## src/rtl/cpu_timing_pkg.sv

```systemverilog
// Shared encodings for the CPU timing block: CPU clock dividers, INT FSM states
// and the CPU bus view carried into the timing logic.
package common;

   localparam logic [1:0] CPUDIV_14  = 2'd0;
   localparam logic [1:0] CPUDIV_7   = 2'd1;
   localparam logic [1:0] CPUDIV_35  = 2'd2;
   localparam logic [1:0] CPUDIV_175 = 2'd3;

   typedef enum logic [1:0] {
      INT_IDLE   = 2'd0,
      INT_ARM    = 2'd1,
      INT_ACTIVE = 2'd2
   } int_state_t;

   typedef struct packed {
      logic [15:0] a;
      logic        mreq;
      logic        iorq;
      logic        rd;
      logic        wr;
      logic        rfsh;
   } cpu_bus_t;

   // Last half-period count value before clkcpu toggles (2^div - 1).
   function automatic logic [2:0] half_limit(input logic [1:0] div);
      case (div)
         CPUDIV_14: half_limit = 3'd0;
         CPUDIV_7:  half_limit = 3'd1;
         CPUDIV_35: half_limit = 3'd3;
         default:   half_limit = 3'd7;
      endcase
   endfunction

endpackage

```

## src/rtl/cpu_wait_gen.sv

```systemverilog
// Access-start detector and per-access wait counter; hold stays high while
// the counter is nonzero.
module cpu_wait_gen
   import common::*;
#(
   parameter int WAIT_W = 4
) (
   input  logic              clk28,
   input  logic              rst,
   input  logic              rd,
   input  logic              wr,
   input  logic              iorq,
   input  logic [WAIT_W-1:0] mem_wait,
   input  logic [WAIT_W-1:0] io_wait,
   output logic              hold
);

   logic              rw_p1;
   logic              start;
   logic [WAIT_W-1:0] cnt;

   assign start = (rd | wr) & ~rw_p1;

   // A fresh access start always reloads, even over a running count.
   always_ff @(posedge clk28) begin
      if (rst) begin
         rw_p1 <= 1'b0;
         cnt   <= '0;
      end else begin
         rw_p1 <= rd | wr;
         if (start) begin
            cnt <= iorq ? io_wait : mem_wait;
         end else if (cnt != '0) begin
            cnt <= cnt - 1'b1;
         end
      end
   end

   assign hold = (cnt != '0);

endmodule

```

## src/rtl/cpu_timing.sv

```systemverilog
// CPU clock generator with wait/contention freeze and raster-timed Z80 INT.
// Optional macro CPU_TIMING_TSTATE_EN adds a saturating T-state counter.
module cpu_timing
   import common::*;
#(
   parameter int HC_W     = 9,
   parameter int VC_W     = 9,
   parameter int INTLEN_W = 6,
   parameter int WAIT_W   = 4
) (
   input  logic                clk28,
   input  logic                rst,
   input  cpu_bus_t            bus,
   input  logic [1:0]          div,
   input  logic [HC_W-1:0]     hc,
   input  logic [VC_W-1:0]     vc,
   input  logic [HC_W-1:0]     int_h,
   input  logic [VC_W-1:0]     int_v,
   input  logic [INTLEN_W-1:0] int_len,
   input  logic                screen_contention,
   input  logic                cont_en,
   input  logic                cont_page,
   input  logic [WAIT_W-1:0]   mem_wait,
   input  logic [WAIT_W-1:0]   io_wait,
   output logic                clkcpu,
   output logic                clkcpu_ck,
   output logic                clkwait,
   output logic                n_int,
   output logic [15:0]         tstate
);

   logic [1:0]          div_p1;
   logic [2:0]          half_cnt;
   logic                toggle;
   logic                rise;
   logic                wait_hold;
   logic                cont_hold;
   logic                cont_addr;
   logic                cont_mem;
   logic                cont_io;
   logic                mreq_p1;
   logic                iorq_p1;
   logic                match;
   int_state_t          state_q;
   int_state_t          state_d;
   logic                n_int_d;
   logic [INTLEN_W-1:0] pulse_q;
   logic [INTLEN_W-1:0] pulse_d;
   logic                unused_bus;

   assign unused_bus = ^{bus.rfsh, bus.a[13:1]};

   cpu_wait_gen #(.WAIT_W(WAIT_W)) u_wait (
      .clk28    (clk28),
      .rst      (rst),
      .rd       (bus.rd),
      .wr       (bus.wr),
      .iorq     (bus.iorq),
      .mem_wait (mem_wait),
      .io_wait  (io_wait),
      .hold     (wait_hold)
   );

   assign cont_addr = bus.a[14] & (~bus.a[15] | cont_page);
   assign cont_mem  = cont_addr & bus.mreq & ~mreq_p1 & ~iorq_p1;
   assign cont_io   = bus.iorq & ~bus.a[0];
   assign cont_hold = clkcpu & screen_contention & cont_en & (div == CPUDIV_35)
                    & (cont_mem | cont_io);
   assign clkwait   = wait_hold | cont_hold;

   // div is only picked up at a toggle, so a half period is never cut short.
   assign toggle = ~clkwait & (half_cnt == half_limit(div_p1));
   assign rise   = toggle & ~clkcpu;

   always_ff @(posedge clk28) begin
      if (rst) begin
         clkcpu    <= 1'b0;
         clkcpu_ck <= 1'b0;
         half_cnt  <= 3'd0;
         div_p1    <= CPUDIV_14;
         mreq_p1   <= 1'b0;
         iorq_p1   <= 1'b0;
      end else begin
         clkcpu_ck <= rise;
         if (toggle) begin
            clkcpu   <= ~clkcpu;
            half_cnt <= 3'd0;
            div_p1   <= div;
         end else if (!clkwait) begin
            half_cnt <= half_cnt + 3'd1;
         end
         if (rise) begin
            mreq_p1 <= bus.mreq;
            iorq_p1 <= bus.iorq;
         end
      end
   end

   assign match = (hc == int_h) && (vc == int_v) && (int_len != '0);

   always_ff @(posedge clk28) begin
      if (rst) begin
         state_q <= INT_IDLE;
         n_int   <= 1'b1;
         pulse_q <= '0;
      end else begin
         state_q <= state_d;
         n_int   <= n_int_d;
         pulse_q <= pulse_d;
      end
   end

   // FSM events use the pre-strobe edge so n_int moves together with clkcpu_ck.
   always_comb begin
      state_d = state_q;
      n_int_d = n_int;
      pulse_d = pulse_q;
      case (state_q)
         INT_IDLE: begin
            if (match) state_d = INT_ARM;
         end
         INT_ARM: begin
            if (rise) begin
               state_d = INT_ACTIVE;
               n_int_d = 1'b0;
               pulse_d = INTLEN_W'(1);
            end
         end
         INT_ACTIVE: begin
            if (rise) begin
               if (pulse_q >= int_len) begin
                  state_d = INT_IDLE;
                  n_int_d = 1'b1;
                  pulse_d = '0;
               end else begin
                  pulse_d = pulse_q + 1'b1;
               end
            end
         end
         default: begin
            state_d = INT_IDLE;
            n_int_d = 1'b1;
            pulse_d = '0;
         end
      endcase
   end

`ifdef CPU_TIMING_TSTATE_EN
   logic        activate;
   logic [15:0] tstate_q;

   function automatic logic [15:0] sat_inc(input logic [15:0] v);
      return (v == 16'hFFFF) ? v : v + 16'd1;
   endfunction

   assign activate = (state_q == INT_ARM) & rise;

   always_ff @(posedge clk28) begin
      if (rst) begin
         tstate_q <= 16'd0;
      end else if (activate) begin
         tstate_q <= 16'd0;
      end else if (rise) begin
         tstate_q <= sat_inc(tstate_q);
      end
   end

   assign tstate = tstate_q;
`else
   assign tstate = 16'd0;
`endif

endmodule

```

## config.mk

```make
export PLATFORM = sky130hd
export DESIGN_NAME = cpu_timing
export DESIGN_NICKNAME = d
export VERILOG_FILES = /design/src/rtl/cpu_timing_pkg.sv /design/src/rtl/cpu_wait_gen.sv /design/src/rtl/cpu_timing.sv
export SDC_FILE = /design/constraint.sdc
export NUM_CORES = 1
export LEC_CHECK = 0
export ABC_AREA = 1
export ABC_CLOCK_PERIOD_IN_PS = 2200
export BUFFER_PORTS_ARGS = -buffer_cell sky130_fd_sc_hd__buf_2
export CAP_MARGIN = 20
export CORE_AREA = 2 2 69 71
export DETAILED_ROUTE_END_ITERATION = 10
export DIE_AREA = 0 0 71 73
export PLACE_DENSITY = 0.79
export RECOVER_POWER = 50
export SETUP_SLACK_MARGIN = 0.4
export SYNTH_ARGS = -nofsm -noshare
export SYNTH_HDL_FRONTEND = slang
export SYNTH_HIERARCHICAL = 1
export SYNTH_SLANG_ARGS = --single-unit
```

## constraint.sdc

```tcl
create_clock -name clk28 -period 2.2 [get_ports clk28]
set_clock_uncertainty 0.05 [all_clocks]
set_input_delay 0.22 -clock clk28 [delete_from_list [all_inputs] [get_ports clk28]]
set_output_delay 0.22 -clock clk28 [all_outputs]
set_load 0.05 [all_outputs]
```

[After elaboration in Yosys (flattened, before gate mapping)]
Cells that the tools add are included.
Storage, ports and cells
  bits in registers: 23
  input bits: 78
  output and inout bits: 20
Cells by class
  $add $sub $neg: 3
  order comparisons: 1
  equal/unequal tests: 12
  multiplexer cells: 17
  bitwise logic cells: 24
  reductions and logical operators: 11
Operator list (count)
  9-bit equality test: 2
  6-bit two-way mux: 3
  6-bit case mux with 3 select lines: 1
  1-bit AND: 12
  4-bit two-way mux: 3
  3-bit case mux with 3 select lines: 1
  2-bit two-way mux: 4
  2-bit != test (second input constant): 4
  1-bit NOT: 8
  4-bit AND reduction: 2
  6-bit by 1-bit adder with 6-bit output (second input constant): 1
  2-bit equality test (second input constant): 3
  6-bit >= comparator: 1
  2-bit case mux with 3 select lines: 1
  6-bit nonzero test: 1
  2-bit by 1-bit equality test with 1-bit output (second input constant): 2
  2-bit zero test: 2
  1-bit OR: 4
  4-bit nonzero test: 1
  4-bit by 1-bit subtractor with 4-bit output (second input constant): 1
  3-bit by 1-bit adder with 3-bit output (second input constant): 1
  3-bit equality test: 1
  1-bit two-way mux: 3
  1-bit case mux with 3 select lines: 1
  other kinds (4): 5

[Longest topological paths before layout]
Gate-level depths: netlist of the first run.
  word-level depth: 14
  mapped depth: 12
  mapped depth without buffers: 12

[Cells and area by module]
Netlist of the first run, hierarchy kept.
By module, submodules not included
  cpu_timing: times used 1, cells an instance 256, area an instance 1619.1 um^2
  cpu_wait_gen: times used 1, cells an instance 60, area an instance 361.6 um^2

[Worst setup path before layout of the first run]
OpenSTA, ideal clock, no wires.
  path type: reg-to-reg
  from: reg clkcpu
  to: reg half_cnt[2]
  setup time: 0.080 ns
  arrival time: 1.720 ns
  required time: 2.070 ns
  setup slack: 0.350 ns
  stages on the path, launching flop included: 9
  buffers on the path: 0
  path through: dfxtp_1 inv_1 nor3_2 nand2_2 nand2_4 inv_2 nand2_1 nand2_1 nor3b_1
Between the ends
  longest elaborated chain between the ends: 8
Ends and longest elaborated chain
  start: declaration: line cpu_timing.sv:25  | output logic clkcpu,
  start signal: assignment: line cpu_timing.sv:86  | clkcpu <= ~clkcpu;
  1-bit AND (*) (3 in series): line cpu_timing.sv:67  | assign cont_hold = clkcpu & screen_contention & cont_en & (div == CPUDIV_35)
  1-bit AND (*): line cpu_timing.sv:68  | & (cont_mem | cont_io);
  1-bit OR (*): line cpu_timing.sv:69  | assign clkwait = wait_hold | cont_hold;
  net clkwait: line cpu_timing.sv:27  | output logic clkwait,
  1-bit NOT: line cpu_timing.sv:72  | assign toggle = ~clkwait & (half_cnt == half_limit(div_p1));
  1-bit AND: line cpu_timing.sv:72
  2-bit OR reduction (no line)
  end signal: assignment: line cpu_timing.sv:90  | half_cnt <= half_cnt + 3'd1;
  end: declaration: line cpu_timing.sv:33  | logic [2:0] half_cnt;
Mark *: on every way through the listed nets, which the timed path passes. The rest lies on a longest branch.
A chain may end at the register's enable or synchronous reset.

[Worst setup path in the final report of the first run]
  from: reg u_wait.cnt[0]
  to: out clkwait
Between the ends
  longest elaborated chain between the ends: 2
Ends and longest elaborated chain
  start: declaration: line cpu_wait_gen.sv:20  | logic [WAIT_W-1:0] cnt;
  start signal: assignment: line cpu_wait_gen.sv:32  | cnt <= iorq ? io_wait : mem_wait;
  start signal: assignment: line cpu_wait_gen.sv:34  | cnt <= cnt - 1'b1;
  4-bit nonzero test: line cpu_wait_gen.sv:39  | assign hold = (cnt != '0);
  net wait_hold: line cpu_timing.sv:36  | logic wait_hold;
  1-bit OR: line cpu_timing.sv:69
  end: declaration: line cpu_timing.sv:27
The timed path passes the listed nets, and every way through them passes these cells.

==> results.json, run 1 <==
{
  "grt_start_max_net_pins": 14,
  "detail_route.first_pass.iterations": 4,
  "cts_buffers": 3,
  "fmax_mhz": 566,
  "clock_latency_of_the_later_clocked_register_in_the_worst_skew_pair_ns": 0.27,
  "post_drt_wl_per_cell_um": 8.87,
  "setup_total_negative_slack_ns": 0,
  "ctsRootBufferMaster": "sky130_fd_sc_hd__clkbuf_8",
  "buffer_ports.inserted": 67,
  "gpl.final_weighted_congestion": 0.874,
  "cts.sinks": 23,
  "num_io_pins": 98,
  "area_delta_synth_final_pct": 20.5,
  "startpoint_class_of_the_critical_path": "flop",
  "first_iter_violations": 44,
  "drt.antenna.violating_nets": 0,
  "post_cts_hold_buffer_count": 0,
  "routed_via_density": 4.53,
  "synth_seq_cells": 23,
  "synth.lib_cells_used.distinct": 33,
  "clk_path_buf_depth": 2,
  "std_cell_rows": 25,
  "antenna_cells_inserted": 0,
  "worst_ep_arrival_time_ns": 1.50,
  "drt_drc_violations_left": 0,
  "drive_gt1_share_pct": 26.1,
  "core_um2": 4540,
  "synth.avg_cell_area_um2": 6.27,
  "slew_viol_final": 0,
  "ys_seq_area_share_pct": 23.2,
  "slew-limit-headroom_pct": 59.3,
  "critPathLaunch": "u_wait/cnt[0]$_SDFFE_PP0P_",
  "fp.dieH_um": 73,
  "cts_tree": "built",
  "vias_in_the_first_global_route": 1789,
  "grt.overflow.total": 0,
  "endpoint_kind": "output pin",
  "worst-slew-pin-transition_ns": 0.613,
  "synthCells": 316,
  "timing.setup.critical_path_class": "flop to output pin",
  "hold_start": "rst",
  "initial_core_util_pct": 43.7,
  "worst_ir_drop_vdd_uv": 297,
  "routed-via-count": 1998,
  "num-nets-final": 479,
  "grt_first_pass_wirelength_mm": 6.53,
  "die_width_um": 71,
  "cts.reportedPaths.clkPinSlew_ns": 0.09,
  "outcome": "finished clean",
  "post-layout-total-power_w": 0.00189,
  "leakage_power_figure_nw": 1.30,
  "worstPathRequired_ns": 1.93,
  "ctsHtreeMaxLevel": 1,
  "critPathMaxFanout": 6,
  "global_route.usage.total_pct": 14.8,
  "p_per_area_nw_per_um2": 793,
  "place_hpwl_mm": 3.20,
  "grt_antenna_before_repair": 0,
  "max_cap_viol_count": 0,
  "worstReg2RegStart": "u_wait/cnt[0]$_SDFFE_PP0P_",
  "finalSetupViolCount": 0,
  "final.min_clock_period_ns": 1.77,
  "hold_path_class": "input port to flop",
  "syn_area_um2": 1980,
  "regToRegSetupSlack_ns": 0.49,
  "unrepaired_setup_endpoints_after_global_routing": "false",
  "min_period_over_period_pct": 80.2,
  "totalWireLength_mm": 3.91,
  "number_of_warning_messages_in_the_yosys_log": 6,
  "die_area_um2": 5180,
  "hold_viol_final": 0
}
-- metal layers --
metal  global-route usage (%)  up-vias  share of wire, %
met5                        0        -                 0
met1                     15.6      850                43
met3                     1.52        4               4.8
met4                     3.77        0              0.72
li1                         -     1089                 -
met2                     30.6       55                52
-- cell usage after synthesis (all sizes together) --
cell | n | area [µm²]
buf | 17 | 131
nor3b | 2 | 20.0
nor3 | 3 | 20.0
ha | 13 | 163
dfxtp | 23 | 460
nand4 | 7 | 58.8
xor2 | 4 | 35.0
o21bai | 1 | 11.3
a31o | 1 | 8.76
xnor2 | 6 | 52.6
a21boi | 1 | 7.51
o22ai | 1 | 6.26
nand3 | 17 | 85.1
a21oi | 14 | 70.1
clkinv | 2 | 7.51
nand3b | 1 | 7.51
or2 | 2 | 12.5
nand2 | 92 | 378
conb | 1 | 3.75
inv | 48 | 180
o21ai | 8 | 43.8
nor2 | 52 | 218
-- final timing paths --
path	endpoint	cells past startpoint
max	clkwait	6
min	pulse_q[4]$_SDFFE_PP0P_	2
max reg2reg	state_q[1]$_SDFFE_PP0P_	10
min reg2reg	n_int$_SDFFE_PP1P_	2
-- cells by family (layout without fill, tap and decap cells) --
family | Yosys count | count (layout) | synth area share, %
xor gates and xnor gates | 10 | 10 | 4.42
DFF | 23 | 23 | 23.2
adders and majority gates | 13 | 13 | 8.21
buffers and inverters | 67 | 123 | 16.1
AOI/OAI and AO/OA | 26 | 26 | 7.45
and+or+nand+nor | 176 | 176 | 40.4
other | 1 | 16 | 0.189
-- area by class of cell --
cell class / count / area [µm²]
timing repair buffer: 69 / 349
fill: 465 / 2150
multi-input combinational: 241 / 1260
sequential: 23 / 470
tap: 54 / 67.6
inverter: 50 / 188
clock inverter: 1 / 5.00
clock buffer: 3 / 41.3
-- report_power, final --
part	internal [W]	total (W)	switching [W]	leakage, nW
clock network	0.000127	0.000271	0.000144	0.0255
registers	0.000522	0.000590	0.0000675	0.192
logic	0.000341	0.00103	0.000690	1.09
-- state kept, by name (all words and copies together) (netlist names) --
| register | flops |
|---|---|
| pulse_q | 6 |
| u_wait/cnt | 4 |
| half_cnt | 3 |
| div_p1 | 2 |
| state_q | 2 |
| clkcpu | 1 |
| clkcpu_ck | 1 |
| iorq_p1 | 1 |
| mreq_p1 | 1 |
| n_int | 1 |
| u_wait/rw_p1 | 1 |
-- stage by stage --
step	setup slack [ns]	instance area, µm²	instances	hold slack (ns)	utilization (%)
detailed placement	0.288	2310	435	0.400	50.9
finish	0.435	2390	441	0.173	52.6
CTS	0.421	2360	439	0.173	52.1
global route	0.322	2390	441	0.178	52.6
global placement	0.367	2310	435	0.391	50.9
floorplan	0.545	2040	331	0.239	-
-- worst max-delay path, cell delays in order (launching register included) --
cell	delay (ns)
sky130_fd_sc_hd__dfxtp_1	0.31
sky130_fd_sc_hd__inv_1	0.09
sky130_fd_sc_hd__ha_1	0.24
sky130_fd_sc_hd__nand2_2	0.08
sky130_fd_sc_hd__inv_1	0.05
sky130_fd_sc_hd__nand2_1	0.17
sky130_fd_sc_hd__clkbuf_4	0.28
-- repair_timing --
item | CTS | global route
setup buffers | 0 | 2
setup endpoints to repair | 6 | 7
pin swaps | 1 | 6
gates resized for setup | 4 | 13
-- placed cells by master (no fill, tap or decap), drive strengths merged --
cell,n
ha,13
nand2,92
a31o,1
clkinv,3
nand3b,1
o21ai,8
nand4,7
inv,48
nor3,3
a21oi,14
nor3b,2
nor2,52
o21bai,1
o22ai,1
dfxtp,23
clkbuf,7
or2,2
xnor2,6
buf,65
conb,16
nand3,17
xor2,4
a21boi,1
No activity file was read; power rests on OpenSTA's default activity.
==> inputs of run 2 (changes only) <==
--- a/config.mk
+++ b/config.mk
@@ -6,13 +6,13 @@
 export NUM_CORES = 1
 export LEC_CHECK = 0
 export ABC_AREA = 1
-export ABC_CLOCK_PERIOD_IN_PS = 2200
+export ABC_CLOCK_PERIOD_IN_PS = 1400
 export BUFFER_PORTS_ARGS = -buffer_cell sky130_fd_sc_hd__buf_2
 export CAP_MARGIN = 20
-export CORE_AREA = 2 2 69 71
+export CORE_AREA = 2 2 72 74
 export DETAILED_ROUTE_END_ITERATION = 10
-export DIE_AREA = 0 0 71 73
-export PLACE_DENSITY = 0.79
+export DIE_AREA = 0 0 74 76
+export PLACE_DENSITY = 0.77
 export RECOVER_POWER = 50
 export SETUP_SLACK_MARGIN = 0.4
 export SYNTH_ARGS = -nofsm -noshare
==> constraint.sdc (replaced) <==
create_clock -name clk28 -period 1.4 [get_ports clk28]
set_clock_uncertainty 0.05 [all_clocks]
set_input_delay 0.14 -clock clk28 [delete_from_list [all_inputs] [get_ports clk28]]
set_output_delay 0.14 -clock clk28 [all_outputs]
set_load 0.05 [all_outputs]
==> results.json, run 2 (synthesis gave the netlist of run 1 again) <==
{
  "fillerInstances": 409,
  "unrepaired_setup_endpoints_after_global_routing": "true",
  "max_cap_viol_count": 0,
  "final_common_cell": "sky130_fd_sc_hd__nand2_1",
  "largest_register_ffs": 6,
  "p_per_area_nw_per_um2": 1390,
  "timing.critical_path.slowest_stage_cell": "sky130_fd_sc_hd__dfxtp_2",
  "slew_viol_final": 0,
  "place_hpwl_mm": 3.70,
  "min_period_over_period_pct": 117,
  "grt_antenna_before_repair": 0,
  "setup_total_negative_slack_ns": -1.69,
  "critPathMaxFanout": 5,
  "grt_first_pass_wirelength_mm": 7.96,
  "final_core_util_pct": 61.4,
  "met3_wirelength_um": 249,
  "final_cell_mix": "sky130_fd_sc_hd__nand2_1 (75), sky130_fd_sc_hd__buf_2 (63), sky130_fd_sc_hd__nor2_1 (43)",
  "worst_ep_arrival_time_ns": 1.79,
  "startpoint_class_of_the_critical_path": "flop",
  "layout_setup_ws_ns": -0.240,
  "hold_path_class": "input port to flop",
  "initial_core_util_pct": 40.3,
  "worst_path_largest_cell_delay_ns": 0.34,
  "area_delta_synth_final_pct": 52.2,
  "top_regs": "pulse_q x6, u_wait/cnt x4, half_cnt x3",
  "cts.reportedPaths.clkPinSlew_ns": 0.08,
  "met1Wirelength_mm": 2.12,
  "timing.setup.critical_path_class": "flop to flop",
  "post_cts_hold_buffer_count": 0,
  "finalSetupViolCount": 13,
  "num-nets-final": 517,
  "drt.antenna.violating_nets": 0,
  "die_area_um2": 5620,
  "cts_tree": "built",
  "grt.overflow.total": 0,
  "die_width_um": 74,
  "routed_via_density": 4.56,
  "buffer_ports.inserted": 67,
  "global_route.usage.total_pct": 17.1,
  "first_iter_violations": 71,
  "leakage_power_figure_nw": 1.55,
  "totalWireLength_mm": 5.26,
  "post_drt_wl_per_cell_um": 10.6,
  "core_um2": 4910,
  "registers.top_by_ff_count": "pulse_q",
  "place.detailed.instances": 479,
  "final_cell_count_no_fill": 495,
  "ctsRootBufferMaster": "sky130_fd_sc_hd__clkbuf_8",
  "final.min_clock_period_ns": 1.64,
  "cts.sinks": 23,
  "worst_ir_drop_vdd_uv": 834,
  "endpoint_kind": "flop",
  "routed-wl-met2_mm": 2.82,
  "ctsHtreeMaxLevel": 1,
  "num_io_pins": 98,
  "fp.dieH_um": 76,
  "grt_start_max_net_pins": 13,
  "gpl.final_weighted_congestion": 0.820,
  "std_cell_rows": 26,
  "hold_viol_final": 0,
  "drt_drc_violations_left": 0,
  "violations": "negative setup slack",
  "antenna_cells_inserted": 0,
  "top_signal_layer_used": "met4",
  "timing.critical_path.cells": "ha_1 > nand4_1 > nor3b_2 > nand2_2 > nor2_1 > nand3_1 > a21oi_2",
  "outcome": "finished with violations",
  "fmax_mhz": 610,
  "worstPathRequired_ns": 1.55,
  "cts_buffers": 3,
  "clock_latency_of_the_later_clocked_register_in_the_worst_skew_pair_ns": 0.27,
  "clk_path_buf_depth": 2,
  "routed-via-count": 2257,
  "detail_route.first_pass.iterations": 4,
  "vias_in_the_first_global_route": 1984,
  "drive_gt1_share_pct": 44.7
}
==> run 2: cell types whose count changed in the layout (fill, tap and decap cells not counted), sizes merged <==
cell,previous run,this run
buf,65,104
nand2,92,93
clkbuf,7,6
clkinv,3,2
==> run 2: worst paths after layout <==
| path | from | endpoint | slack [ns] | depth (start not counted) |
|---|---|---|---|---|
| setup / recovery | pulse_q[3]$_SDFFE_PP0P_ | pulse_q[4]$_SDFFE_PP0P_ | -0.24 | 7 |
| setup reg to reg | pulse_q[3]$_SDFFE_PP0P_ | pulse_q[4]$_SDFFE_PP0P_ | -0.24 | 7 |
| hold reg to reg | n_int$_SDFFE_PP1P_ | n_int$_SDFFE_PP1P_ | 0.42 | 2 |
| hold / removal | bus[2] | u_wait/rw_p1$_SDFF_PP0_ | 0.09 | 3 |
==> run 2: final cells by class <==
| cell class | instances | area (µm²) | share of cell area (%) |
|---|---|---|---|
| multi-input combinational | 242 | 1500 | 49.9 |
| timing repair buffer | 106 | 698 | 23.2 |
| sequential | 23 | 482 | 16.0 |
| inverter | 50 | 198 | 6.56 |
| tap | 70 | 87.6 | 2.91 |
| clock buffer | 4 | 45.0 | 1.49 |
==> run 2: stage by stage <==
step | cell area [µm²] | hold WS (ns) | setup slack [ns] | total power [W]
floorplan | 2140 | 0.152 | -0.0721 | 0.00244
global placement | 2650 | 0.361 | -0.164 | 0.00301
detailed placement | 2650 | 0.365 | -0.227 | 0.00306
CTS | 2830 | 0.0900 | -0.217 | 0.00370
global route | 3010 | 0.117 | -0.348 | 0.00446
finish | 3010 | 0.0949 | -0.240 | 0.00418
==> run 2: what timing repair did <==
item | CTS | global route
setup buffers | 3 | 8
cloned | 0 | 1
pin swaps | 14 | 19
setup endpoints to repair | 26 | 23
hold endpoints to repair | 0 | 0
gates resized for setup | 33 | 31
==> run 2: worst max-delay path: cells and delay by family, from the launching register on <==
kind            cells  cell delay, ns
simple gates        5            0.74
fa+ha+maj           1            0.29
compound gates      1            0.16
flops               1            0.34
==> run 2: power breakdown <==
group          internal [W]  total, W  switching [W]
logic               0.00122   0.00279        0.00156
registers          0.000846  0.000972       0.000127
clock network      0.000204  0.000422       0.000219
total               0.00227   0.00418        0.00191
==> run 2: layer usage <==
layer  global-route usage (%)  vias up
met4                     3.27        0
met5                        0        -
li1                         -     1172
met1                     19.3     1010
met2                     32.7       67
met3                     2.65        8
==> inputs of run 3 (changes only) <==
--- a/config.mk
+++ b/config.mk
@@ -12,6 +12,7 @@
 export CORE_AREA = 2 2 72 74
 export DETAILED_ROUTE_END_ITERATION = 10
 export DIE_AREA = 0 0 74 76
+export GPL_ROUTABILITY_DRIVEN = 0
 export PLACE_DENSITY = 0.77
 export RECOVER_POWER = 50
 export SETUP_SLACK_MARGIN = 0.4
@@ -19,3 +20,4 @@
 export SYNTH_HDL_FRONTEND = slang
 export SYNTH_HIERARCHICAL = 1
 export SYNTH_SLANG_ARGS = --single-unit
+export TNS_END_PERCENT = 1
==> results.json, run 3 (synthesis gave the netlist of run 1 again) <==
{
  "timing.critical_path.slowest_stage_cell": "sky130_fd_sc_hd__dfxtp_2",
  "leakage_power_figure_nw": 1.54,
  "die_area_um2": 5620,
  "totalWireLength_mm": 4.84,
  "hold_start": "bus[2]",
  "finalSetupViolCount": 11,
  "drt_drc_violations_left": 0,
  "clk_path_buf_depth": 2,
  "regToRegSetupSlack_ns": -0.32,
  "timing.critical_path.cells": "ha_4 > nand2_1 > nor2_1 > nor3b_4 > buf_4 > buf_6 > nand4_1 > nand2_1 > nand3_2 > a21oi_2",
  "final_common_cell": "sky130_fd_sc_hd__nand2_1",
  "area_delta_synth_final_pct": 47.7,
  "initial_core_util_pct": 40.3,
  "post_cts_hold_buffer_count": 0,
  "registers.top_by_ff_count": "pulse_q",
  "critical_path.most_common_cell": "sky130_fd_sc_hd__nand2_1",
  "grt_start_max_net_pins": 13,
  "top_regs": "pulse_q x6, u_wait/cnt x4, half_cnt x3",
  "worst_ep_arrival_time_ns": 1.87,
  "cts.sinks": 23,
  "clock_latency_of_the_later_clocked_register_in_the_worst_skew_pair_ns": 0.27,
  "antenna_cells_inserted": 0,
  "p_sw_share_pct": 45.0,
  "hold_path_class": "input port to flop",
  "final_cell_mix": "sky130_fd_sc_hd__nand2_1 (77), sky130_fd_sc_hd__buf_2 (63), sky130_fd_sc_hd__nor2_1 (45)",
  "total_switching_power_w": 0.00175,
  "portion_of_total_power_attributed_to_combinational_logic_pct": 65.1,
  "routed_via_density": 4.43,
  "fmax_mhz": 582,
  "timing.setup.critical_path_class": "flop to flop",
  "slew_viol_final": 0,
  "outcome": "finished with violations",
  "final.min_clock_period_ns": 1.72,
  "worst_ir_drop_vdd_uv": 518,
  "routed-via-count": 2186,
  "endpoint_kind": "flop",
  "ctsRootBufferMaster": "sky130_fd_sc_hd__clkbuf_8",
  "worstReg2RegStart": "pulse_q[5]$_SDFFE_PP0P_",
  "unrepaired_setup_endpoints_after_global_routing": "true",
  "intPower_w": 0.00214,
  "ctsHtreeMaxLevel": 1,
  "worst_path_largest_cell_delay_ns": 0.34,
  "place.detailed.instances": 485,
  "drt.antenna.violating_nets": 0,
  "seq_power_share_pct": 24.1,
  "layout_setup_ws_ns": -0.317,
  "num-nets-final": 515,
  "detail_route.first_pass.iterations": 4,
  "pwr-share-clk_pct": 10.9,
  "fp.dieH_um": 76,
  "cts.reportedPaths.clkPinSlew_ns": 0.08,
  "r2r-end": "pulse_q[0]$_SDFFE_PP0P_",
  "first_iter_violations": 62,
  "crit_buf_inv": 2,
  "cts_tree": "built",
  "cp_top_family": "simple AND/OR/NAND/NOR gates",
  "post_dp_cell_area_um2": 2640,
  "p_per_area_nw_per_um2": 1330,
  "hold_viol_final": 0,
  "final_cell_count_no_fill": 493,
  "grt_antenna_before_repair": 0,
  "die_width_um": 74,
  "worstPathRequired_ns": 1.55,
  "min_period_over_period_pct": 123,
  "holdPathEnd": "u_wait/rw_p1$_SDFF_PP0_",
  "std_cell_rows": 26,
  "fillerInstances": 440,
  "critPathMaxFanout": 3,
  "num_io_pins": 98,
  "drive_gt1_share_pct": 41.8,
  "buffer_ports.inserted": 67,
  "post_drt_wl_per_cell_um": 9.81,
  "startpoint_class_of_the_critical_path": "flop",
  "r2r_cells": 10,
  "core_um2": 4910,
  "timing.hold.worst_path_depth": 3,
  "largest_register_ffs": 6,
  "global_route.usage.total_pct": 17.2,
  "vias_in_the_first_global_route": 2031,
  "post-route-cell-area_um2": 2930,
  "grt_first_pass_wirelength_mm": 8.09,
  "cts_buffers": 3,
  "violations": "negative setup slack",
  "place_hpwl_mm": 3.63,
  "max_cap_viol_count": 0,
  "grt.overflow.total": 0
}
run 3: cell types whose count changed in the layout (fill, tap and decap cells not counted), moves of 3 or more:
cell | previous run | this run
sky130_fd_sc_hd__dfxtp_1 | 8 | 11
sky130_fd_sc_hd__o21ai_1 | 0 | 3
sky130_fd_sc_hd__nand2_2 | 11 | 8
sky130_fd_sc_hd__dfxtp_2 | 14 | 11
sky130_fd_sc_hd__buf_6 | 10 | 7
sky130_fd_sc_hd__o21ai_0 | 5 | 2
run 3: metrics by stage:
stage / hold WS [ns] / setup slack (ns) / power, W / util, % / TNS, ns
floorplan: 0.152 / -0.129 / 0.00232 / - / -1.05
global placement: 0.359 / -0.191 / 0.00303 / 53.7 / -1.19
detailed placement: 0.364 / -0.257 / 0.00307 / 53.7 / -1.82
CTS: 0.0828 / -0.216 / 0.00369 / 57.5 / -1.54
global route: 0.0843 / -0.402 / 0.00419 / 59.6 / -3.58
finish: 0.0809 / -0.317 / 0.00389 / 59.6 / -2.21
run 3: cell type report:
type | count | area [µm²] | area share, %
repair buffers | 105 | 687 | 23.5
well taps | 70 | 87.6 | 2.99
inverters | 50 | 193 | 6.59
clock buffers | 4 | 45.0 | 1.54
multi-input cells | 241 | 1440 | 49.1
flip-flops and latches | 23 | 478 | 16.3
run 3: power by group through the flow:
stage	combinational (W)	clock, W	sequential (W)
after global placement	0.00210	0	0.000928
after global routing	0.00278	0.000460	0.000957
final	0.00253	0.000423	0.000937
after CTS	0.00234	0.000428	0.000926
after detailed placement	0.00214	0	0.000932
after floorplan	0.00129	0	0.00103
run 3: worst max-delay path by stage:
stage	depth (start not counted)	slack, ns	start	endpoint
3_5_place_dp	10	-0.26	pulse_q[5]$_SDFFE_PP0P_	pulse_q[5]$_SDFFE_PP0P_
6_report	10	-0.32	pulse_q[5]$_SDFFE_PP0P_	pulse_q[0]$_SDFFE_PP0P_
2_1_floorplan	10	-0.13	pulse_q[5]$_SDFFE_PP0P_	pulse_q[5]$_SDFFE_PP0P_
4_1_cts	9	-0.22	pulse_q[3]$_SDFFE_PP0P_	pulse_q[5]$_SDFFE_PP0P_
3_3_place_gp	10	-0.19	pulse_q[5]$_SDFFE_PP0P_	pulse_q[5]$_SDFFE_PP0P_
5_1_grt	10	-0.40	pulse_q[4]$_SDFFE_PP0P_	pulse_q[0]$_SDFFE_PP0P_
run 3: worst reg2reg max path, cell delays in order (launching register included):
cell	delay (ns)
sky130_fd_sc_hd__dfxtp_2	0.34
sky130_fd_sc_hd__ha_4	0.22
sky130_fd_sc_hd__nand2_1	0.11
sky130_fd_sc_hd__nor2_1	0.09
sky130_fd_sc_hd__nor3b_4	0.28
sky130_fd_sc_hd__buf_4	0.16
sky130_fd_sc_hd__buf_6	0.08
sky130_fd_sc_hd__nand4_1	0.06
sky130_fd_sc_hd__nand2_1	0.08
sky130_fd_sc_hd__nand3_2	0.07
sky130_fd_sc_hd__a21oi_2	0.12
run 3: what timing repair did:
item | 4_1_cts | 5_1_grt
endpoints found under the setup margin | 26 | 25
setup buffers | 3 | 1
resized for setup | 36 | 33
gates cloned | 0 | 0
pin swaps | 18 | 14
run 3: per-layer routing:
layer | track usage [%] | up-vias | wire [µm]
met3 | 1.98 | 7 | 194
met1 | 20.5 | 973 | 2000
met4 | 2.55 | 0 | 75
met5 | 0 | - | 0
met2 | 32.7 | 43 | 2570
li1 | - | 1163 | -
